<file path="src/rtl/mac_seq_ctrl.sv">
// Sequences one MAC through a LEN-element dot product: clear, feed LEN joint A/B beats, drain MAC_LAT, emit result.
// Latency: LEN + MAC_LAT + 2 cycles from start to res_valid with no stalls; A/B readies stall on the opposite valid.
// Backpressure: result held in OUT until res_ready. Optional stall_cnt port is enabled by MAC_SEQ_CTRL_PERF_EN.
module mac_seq_ctrl #(
    parameter int LEN     = 8,
    parameter int MAC_LAT = 2
) (
    input  logic        clk,
    input  logic        rst_n,
    input  logic        start,
    input  logic        abort,
    output logic        busy,
    input  logic [7:0]  a_data,
    input  logic        a_valid,
    output logic        a_ready,
    input  logic [7:0]  b_data,
    input  logic        b_valid,
    output logic        b_ready,
    output logic        mac_clr,
    output logic        mac_en,
    output logic [7:0]  mac_a,
    output logic [7:0]  mac_b,
    input  logic [23:0] mac_cout,
    output logic [23:0] res_data,
    output logic        res_valid,
    input  logic        res_ready
`ifdef MAC_SEQ_CTRL_PERF_EN
    ,
    output logic [15:0] stall_cnt
`endif
);

    localparam logic [2:0] S_IDLE  = 3'd0;
    localparam logic [2:0] S_CLR   = 3'd1;
    localparam logic [2:0] S_RUN   = 3'd2;
    localparam logic [2:0] S_DRAIN = 3'd3;
    localparam logic [2:0] S_OUT   = 3'd4;

    localparam int BW = (LEN > 1) ? $clog2(LEN + 1) : 1;

    logic [2:0]    state, state_nxt;
    logic [BW-1:0] beat_cnt;
    logic [3:0]    drain_cnt;
    logic          beat_fire, last_beat, drain_done, abort_hit;

    assign busy       = (state != S_IDLE);
    assign a_ready    = (state == S_RUN) && b_valid;
    assign b_ready    = (state == S_RUN) && a_valid;
    assign beat_fire  = (state == S_RUN) && a_valid && b_valid;
    assign last_beat  = (beat_cnt == BW'(LEN - 1));
    assign abort_hit  = abort && (state != S_IDLE);
    // The first DRAIN cycle carries the final mac_en pulse, so the count starts after it.
    assign drain_done = (state == S_DRAIN) && (drain_cnt == 4'(MAC_LAT));

    always_comb begin
        state_nxt = state;
        case (state)
            S_IDLE:  if (start && !abort) state_nxt = S_CLR;
            S_CLR:   state_nxt = S_RUN;
            S_RUN:   if (beat_fire && last_beat) state_nxt = S_DRAIN;
            S_DRAIN: if (drain_done) state_nxt = S_OUT;
            S_OUT:   if (res_ready) state_nxt = start ? S_CLR : S_IDLE;
            default: state_nxt = S_IDLE;
        endcase
        if (abort_hit) state_nxt = S_IDLE;
    end

    always_ff @(posedge clk or negedge rst_n) begin
        if (!rst_n) begin
            state     <= S_IDLE;
            beat_cnt  <= '0;
            drain_cnt <= '0;
            mac_clr   <= 1'b0;
            mac_en    <= 1'b0;
            mac_a     <= '0;
            mac_b     <= '0;
            res_data  <= '0;
            res_valid <= 1'b0;
        end else begin
            state   <= state_nxt;
            mac_clr <= (state_nxt == S_CLR) || abort_hit;
            mac_en  <= beat_fire && !abort_hit;
            mac_a   <= (beat_fire && !abort_hit) ? a_data : 8'd0;
            mac_b   <= (beat_fire && !abort_hit) ? b_data : 8'd0;

            if (state == S_CLR) begin
                beat_cnt  <= '0;
                drain_cnt <= '0;
            end else begin
                if (beat_fire) beat_cnt <= beat_cnt + BW'(1);
                if (state == S_DRAIN) drain_cnt <= drain_cnt + 4'd1;
            end

            if (drain_done) res_data <= mac_cout;

            if (abort_hit)
                res_valid <= 1'b0;
            else if (drain_done)
                res_valid <= 1'b1;
            else if ((state == S_OUT) && res_ready)
                res_valid <= 1'b0;
        end
    end

`ifdef MAC_SEQ_CTRL_PERF_EN
    always_ff @(posedge clk or negedge rst_n) begin
        if (!rst_n)
            stall_cnt <= '0;
        else if (state == S_CLR)
            stall_cnt <= '0;
        else if ((state == S_RUN) && !beat_fire && (stall_cnt != 16'hFFFF))
            stall_cnt <= stall_cnt + 16'd1;
    end
`endif

endmodule

</file>
<file path="config.mk">
export PLATFORM = sky130hd
export DESIGN_NAME = mac_seq_ctrl
export DESIGN_NICKNAME = d
export VERILOG_FILES = /design/src/rtl/mac_seq_ctrl.sv
export SDC_FILE = /design/constraint.sdc
export NUM_CORES = 1
export LEC_CHECK = 0
export CORE_ASPECT_RATIO = 1.1
export CORE_MARGIN = 1.5
export CORE_UTILIZATION = 30
export CTS_CLUSTER_DIAMETER = 150
export DETAILED_ROUTE_END_ITERATION = 7
export GPL_TIMING_DRIVEN = 1
export PLACE_DENSITY = 0.59
export SLEW_MARGIN = 10
export SYNTH_ARGS = -nofsm -noshare
export SYNTH_HDL_FRONTEND = slang
export SYNTH_SLANG_ARGS = --single-unit
</file>
<file path="constraint.sdc">
create_clock -name clk -period 4.14 [get_ports clk]
set_input_delay 0.621 -clock clk [delete_from_list [all_inputs] [get_ports clk]]
set_output_delay 0.621 -clock clk [all_outputs]
set_load 0.02 [all_outputs]
</file>
==> results.toml, run 1 <==
[sta]
hold_viol = 0
drv_slew = 0
tns_ns = 0
fin_crit_sh = 0.691
max_slew_margin = 0.467
fin_ws_ns = 1.28
skew_ns = 0.00463
grt_setup_unrepaired = "false"
setup_viol_count_final = 0
worst_pin_slew_ns = 0.795
period_needed_ns = 2.86
max_freq_mhz = 350

[detailed_routing]
route.detailed.drc = 0
firstDrtPassIters = 4
drt-vias-per-instance = 4.60
vias = 1590
wire_per_inst_um = 13.7
routed_wl_um = 4750
drtIter0Drc = 24
ant_nets = 0

[placement]
post-place-ws_ns = 1.30
gp_congestion = 0.718
hpwl_um = 3320
io_buffers = 92

[clock_network]
cts_tree = "built"
clock_path_buffers = 2
cts.sinks = 54
clock_latency_ns = 0.30
path_clk_slew_ns = 0.09
cts_hold_buf = 0
post_cts_resized = 0
htreeDepth = 2
cts_root_buf = "clkbuf_8"
cts_made_buffers = 5
post-cts-setup-buffers = 0

[die]
die_w_um = 86.4
dieArea_um2 = 8190
initial_utilization = 0.309
ios = 93
die_h_um = 94.8
coreArea_um2 = 7430
rows = 33

[worst_setup_path]
critical_path_class = "in -> out"
crit_fanout = 9
worstPathCellList = "clkdlybuf4s50_1, nand4bb_1, inv_1, clkdlybuf4s50_1"
crit_path_top_delay_cell = "clkdlybuf4s50_1"
crit_family = "buffers and inverters"
critPathArrivalTime_ns = 2.24
slowest_delay_ns = 0.62
required_ns = 3.52
end_kind = "output pin"
worst-path-buf-inv = 3
start_kind = "primary input"
path_common_cell = "clkdlybuf4s50_1"

[final_layout]
syn_to_final_growth_pct = 45.9
antenna_cells = 0
final_net_count = 308
nFillCells = 674
final_layout_size_suffix_gt1_frac = 0.166
regArea_um2 = 1350
multi_input_area_um2 = 862

[logic_synthesis]
seq_area_frac_synth = 0.589
synth_area_um2 = 2300
synth.net_count = 215
synth_warnings = 0
ys_types = 36
ys_ff_latch = 54
yosysTopAreaCell = "dfrtp_1"
synth_top_area_frac = 0.589
syn_avg_cell_area_um2 = 13.9
syn_inst = 165
synthTopCellsByArea = "dfrtp_1, mux2_4, and2_1, mux2_2, buf_12"

[grt]
grt_overflow = 0
grt_pass1_vias = 1594
antenna_found_initial = 0
grt_max_degree = 55
grt_pass1_wl_um = 7470
grt.total_usage = 0.116

[power]
leakage_nw = 1.51
power_density_nw_per_um2 = 323
peakVddDrop_v = 0.000147

[min_path]
hp-class = "in -> async"

[run_status]
status = "complete, no violations"

[flow_run]
drv_cap = 0
## state kept, by name, indices dropped and copies added (netlist names)
register,cells
mac_clr,1
drain_cnt,4
mac_a,8
res_valid,1
state,3
res_data,24
mac_en,1
beat_cnt,4
mac_b,8
## synthesized netlist by cell type, drive strengths merged
| master | number |
|---|---|
| or4 | 1 |
| a41oi | 1 |
| o21a | 2 |
| o2111ai | 1 |
| nand2b | 3 |
| clkbuf | 1 |
| and2 | 16 |
| or3 | 3 |
| nor4 | 1 |
| a21oi | 4 |
| nor3b | 2 |
| dfrtp | 54 |
| mux2i | 2 |
| nand3 | 3 |
| nor3 | 3 |
| buf | 6 |
| nand2 | 7 |
| mux2 | 25 |
| maj3 | 1 |
| o21ai | 6 |
| nand4bb | 1 |
| nand3b | 2 |
| inv | 5 |
| or2 | 2 |
| ha | 3 |
| or2b | 1 |
| or3b | 1 |
| a31oi | 2 |
| a22o | 2 |
| nor2 | 4 |
## report_power, final
group          leakage (nW)  switching, mW  internal [mW]
clock                0.0452          0.169          0.120
sequential            0.749         0.0244          0.558
combinational         0.718         0.0898          0.122
total                  1.51          0.283          0.800
## worst register-to-register path, stage by stage (launching register included)
cell     delay (ns)
dfrtp_1        0.43
inv_1          0.07
ha_1           0.13
or3b_4         0.42
nor2_8         0.48
mux2_2         0.42
## kinds of logic (layout without fill, tap and decap cells)
group,Yosys count,count (layout),synth area share
compound gates,18,18,0.0529
simple gates,50,50,0.141
buf+inv,12,106,0.0360
mux,27,27,0.161
fa+ha+maj,4,4,0.0207
flops,54,54,0.589
## final timing paths
path / from / slack [ns] / cells past startpoint / end
max reg2reg: drain_cnt[0] / 2.08 / 5 / res_data[0]
min: rst_n / 0.42 / 2 / res_data[5]
min reg2reg: res_data[4] / 0.51 / 1 / res_data[4]
max in group asynchronous: rst_n / 3.25 / 2 / res_data[15]
min in group clk: res_data[4] / 0.51 / 1 / res_data[4]
max: a_valid / 1.28 / 4 / b_ready
## per-stage QoR
stage / cells / hold WS, ns / util / area, um^2 / power [mW]
after CTS: 346 / 0.464 / 0.451 / 3350 / 1.11
final: 346 / 0.425 / 0.451 / 3350 / 1.08
after detailed placement: 338 / 0.491 / 0.439 / 3260 / 0.808
after floorplan: 165 / 0.325 / - / 2300 / 0.687
after global routing: 346 / 0.484 / 0.451 / 3350 / 1.14
after global placement: 338 / 0.490 / 0.439 / 3260 / 0.806
## cell usage in the layout (no fill, tap or decap), types with 2 or more instances in the layout
cell and count:
a21oi_1 4, a31oi_1 2, and2_1 16, clkbuf_8 5, clkdlybuf4s50_1 91, dfrtp_1 54, ha_1 3, inv_1 5
mux2_2 7, mux2_4 18, mux2i_1 2, nand2_1 7, nand2b_1 3, nand3_1 3, nor2_1 3, nor3_1 2
nor3b_1 2, o21a_1 2, o21ai_0 6, or2_2 2, or3_1 3
## layout make-up
class / count / share of cell area
clock buffer: 6 / 0.0217
clock inverter: 2 / 0.00411
inverter: 5 / 0.00560
multi-input combinational: 99 / 0.257
sequential: 54 / 0.403
tap: 87 / 0.0325
timing repair buffer: 93 / 0.276
## metal layers
metal / global-route usage / routed length (um) / vias up
met5: 0 / 0 / -
met4: 0.0417 / 80 / 0
met3: 0.0323 / 310 / 7
met2: 0.189 / 2250 / 55
met1: 0.148 / 2110 / 773
li1: - / - / 755
Power figures use the tool's default switching activity.
==> inputs of run 2 (changes only) <==
--- a/config.mk
+++ b/config.mk
@@ -11,7 +11,7 @@
 export CTS_CLUSTER_DIAMETER = 150
 export DETAILED_ROUTE_END_ITERATION = 7
 export GPL_TIMING_DRIVEN = 1
-export PLACE_DENSITY = 0.59
+export PLACE_DENSITY = 0.61
 export SLEW_MARGIN = 10
 export SYNTH_ARGS = -nofsm -noshare
 export SYNTH_HDL_FRONTEND = slang
==> constraint.sdc (replaced) <==
create_clock -name clk -period 2.46 [get_ports clk]
set_input_delay 0.369 -clock clk [delete_from_list [all_inputs] [get_ports clk]]
set_output_delay 0.369 -clock clk [all_outputs]
set_load 0.02 [all_outputs]
==> run 2 against run 1 <==
  * Critical path depth decreased by 2
  * Sequential power up 68%
  * Hold slack worse by 0.36 ns
  * Largest power group unchanged
  * Clock power grew 69%
  * Via count is 1.6% lower
==> results.toml, run 2 (synthesized netlist as in run 1, its figures left out) <==
[clock_network]
clock_path_buffers = 2
cts_made_buffers = 5
clock_latency_ns = 0.30
htreeDepth = 2
path_clk_slew_ns = 0.09
post_cts_resized = 0
cts.sinks = 54
post-cts-setup-buffers = 0
cts_root_buf = "clkbuf_8"
cts_hold_buf = 0
cts_tree = "built"

[final_layout]
final_layout_size_suffix_gt1_frac = 0.179
nFillCells = 679
multi_input_area_um2 = 862
largest_reg_flops = 24
fin_util = 0.458
regMostFlops = "res_data"
finalInstanceArea_um2 = 3410
final_net_count = 312
layout.cells.non_filler = 350
regArea_um2 = 1350
syn_to_final_growth_pct = 48.3
layout_commonest_cell = "clkdlybuf4s50_1"
largest_registers = "res_data x24, mac_a x8, mac_b x8"
layout_common_cells = "clkdlybuf4s50_1, dfrtp_1, mux2_4"
antenna_cells = 0

[sta]
worst_pin_slew_ns = 0.603
skew_ns = 0.00484
tns_ns = 0
fin_crit_sh = 0.903
max_freq_mhz = 450
max_slew_margin = 0.598
hold_viol = 0
period_needed_ns = 2.22
whs_ns = 0.0636
fin_ws_ns = 0.238
setup_viol_count_final = 0
grt_setup_unrepaired = "false"
drv_slew = 0

[power]
pwr-share-clk = 0.266
switchingPower_mw = 0.478
leakage_nw = 1.54
sw_frac_of_total = 0.261
power_density_nw_per_um2 = 537
power_frac_comb = 0.200
peakVddDrop_v = 0.000199
power_frac_seq = 0.534
power.total_mw = 1.83
internal-power_mw = 1.35

[detailed_routing]
drt-vias-per-instance = 4.47
vias = 1565
wire_per_inst_um = 13.8
ant_nets = 0
route.detailed.drc = 0
firstDrtPassIters = 4
routed_wl_um = 4830
drtIter0Drc = 22

[worst_setup_path]
critPathArrivalTime_ns = 1.85
reg2reg_from = "drain_cnt[0]"
rr_worst_depth = 6
rrSetupSlack_ns = 0.53
end_kind = "output pin"
crit_path_top_delay_cell = "clkdlybuf4s50_1"
start_kind = "flip-flop"
slowest_delay_ns = 0.56
required_ns = 2.09
worstPathCellList = "or3_1, clkdlybuf4s50_1"
crit_fanout = 13
critical_path_class = "reg -> out"
r2r-end = "res_data[0]"

[die]
initial_utilization = 0.309
rows = 33
die_h_um = 94.8
ios = 93
die_w_um = 86.4
coreArea_um2 = 7430
dieArea_um2 = 8190

[placement]
io_buffers = 92
post-place-ws_ns = 0.317
placed_area_um2 = 3320
place_inst = 342
hpwl_um = 3510
gp_congestion = 0.748

[grt]
grt.total_usage = 0.121
antenna_found_initial = 0
grt_max_degree = 31
grt_overflow = 0
grt_pass1_vias = 1537
grt_pass1_wl_um = 7750

[run_status]
status = "complete, no violations"

[flow_run]
drv_cap = 0

[min_path]
hp-class = "in -> async"
==> run 2: cell types whose count changed in the layout (fill, tap and decap cells not counted) <==
cell	change
buf_12	+2
buf_4	+2
==> run 2: worst max-delay path by stage <==
stage	from	to	slack, ns	cells after the start
after floorplan	drain_cnt[0]	res_data[10]	0.71	6
after global placement	b_valid	a_ready	0.36	4
after CTS	state[2]	busy	0.20	2
after detailed placement	b_valid	a_ready	0.32	4
after global routing	state[1]	a_ready	0.13	3
final	state[2]	busy	0.24	2
==> run 2: cell type report <==
cell class,count,area share
clock inverter,2,0.00404
timing repair buffer,97,0.287
tap,87,0.0320
clock buffer,6,0.0213
sequential,54,0.397
inverter,5,0.00551
multi-input combinational,99,0.253
==> run 2: metal layers <==
layer,global-route usage,vias up,wire [um]
met1,0.165,746,2220
met4,0.0403,0,56
li1,-,758,-
met5,0,-,0
met3,0.0358,5,309
met2,0.186,56,2240
==> run 2: power by group through the flow <==
stage	Combinational [mW]	Sequential (mW)	Clock (mW)
after floorplan	0.122	1.03	0
after global placement	0.370	0.995	0
after detailed placement	0.370	0.996	0
after CTS	0.372	0.979	0.519
after global routing	0.396	0.988	0.554
final	0.365	0.978	0.487
==> run 2: worst max-delay path: cells and delay by family, from the launching register on <==
family | cells | cell delay (ns)
buf+inv | 1 | 0.56
flops | 1 | 0.53
simple gates | 1 | 0.46
==> inputs of run 3 (changes only) <==
--- a/config.mk
+++ b/config.mk
@@ -12,6 +12,7 @@
 export DETAILED_ROUTE_END_ITERATION = 7
 export GPL_TIMING_DRIVEN = 1
 export PLACE_DENSITY = 0.61
+export SKIP_CTS_REPAIR_TIMING = 1
 export SLEW_MARGIN = 10
 export SYNTH_ARGS = -nofsm -noshare
 export SYNTH_HDL_FRONTEND = slang
==> results of run 3 <==
Same layout as run 2: the final DEF is identical, and so are final timing and power.
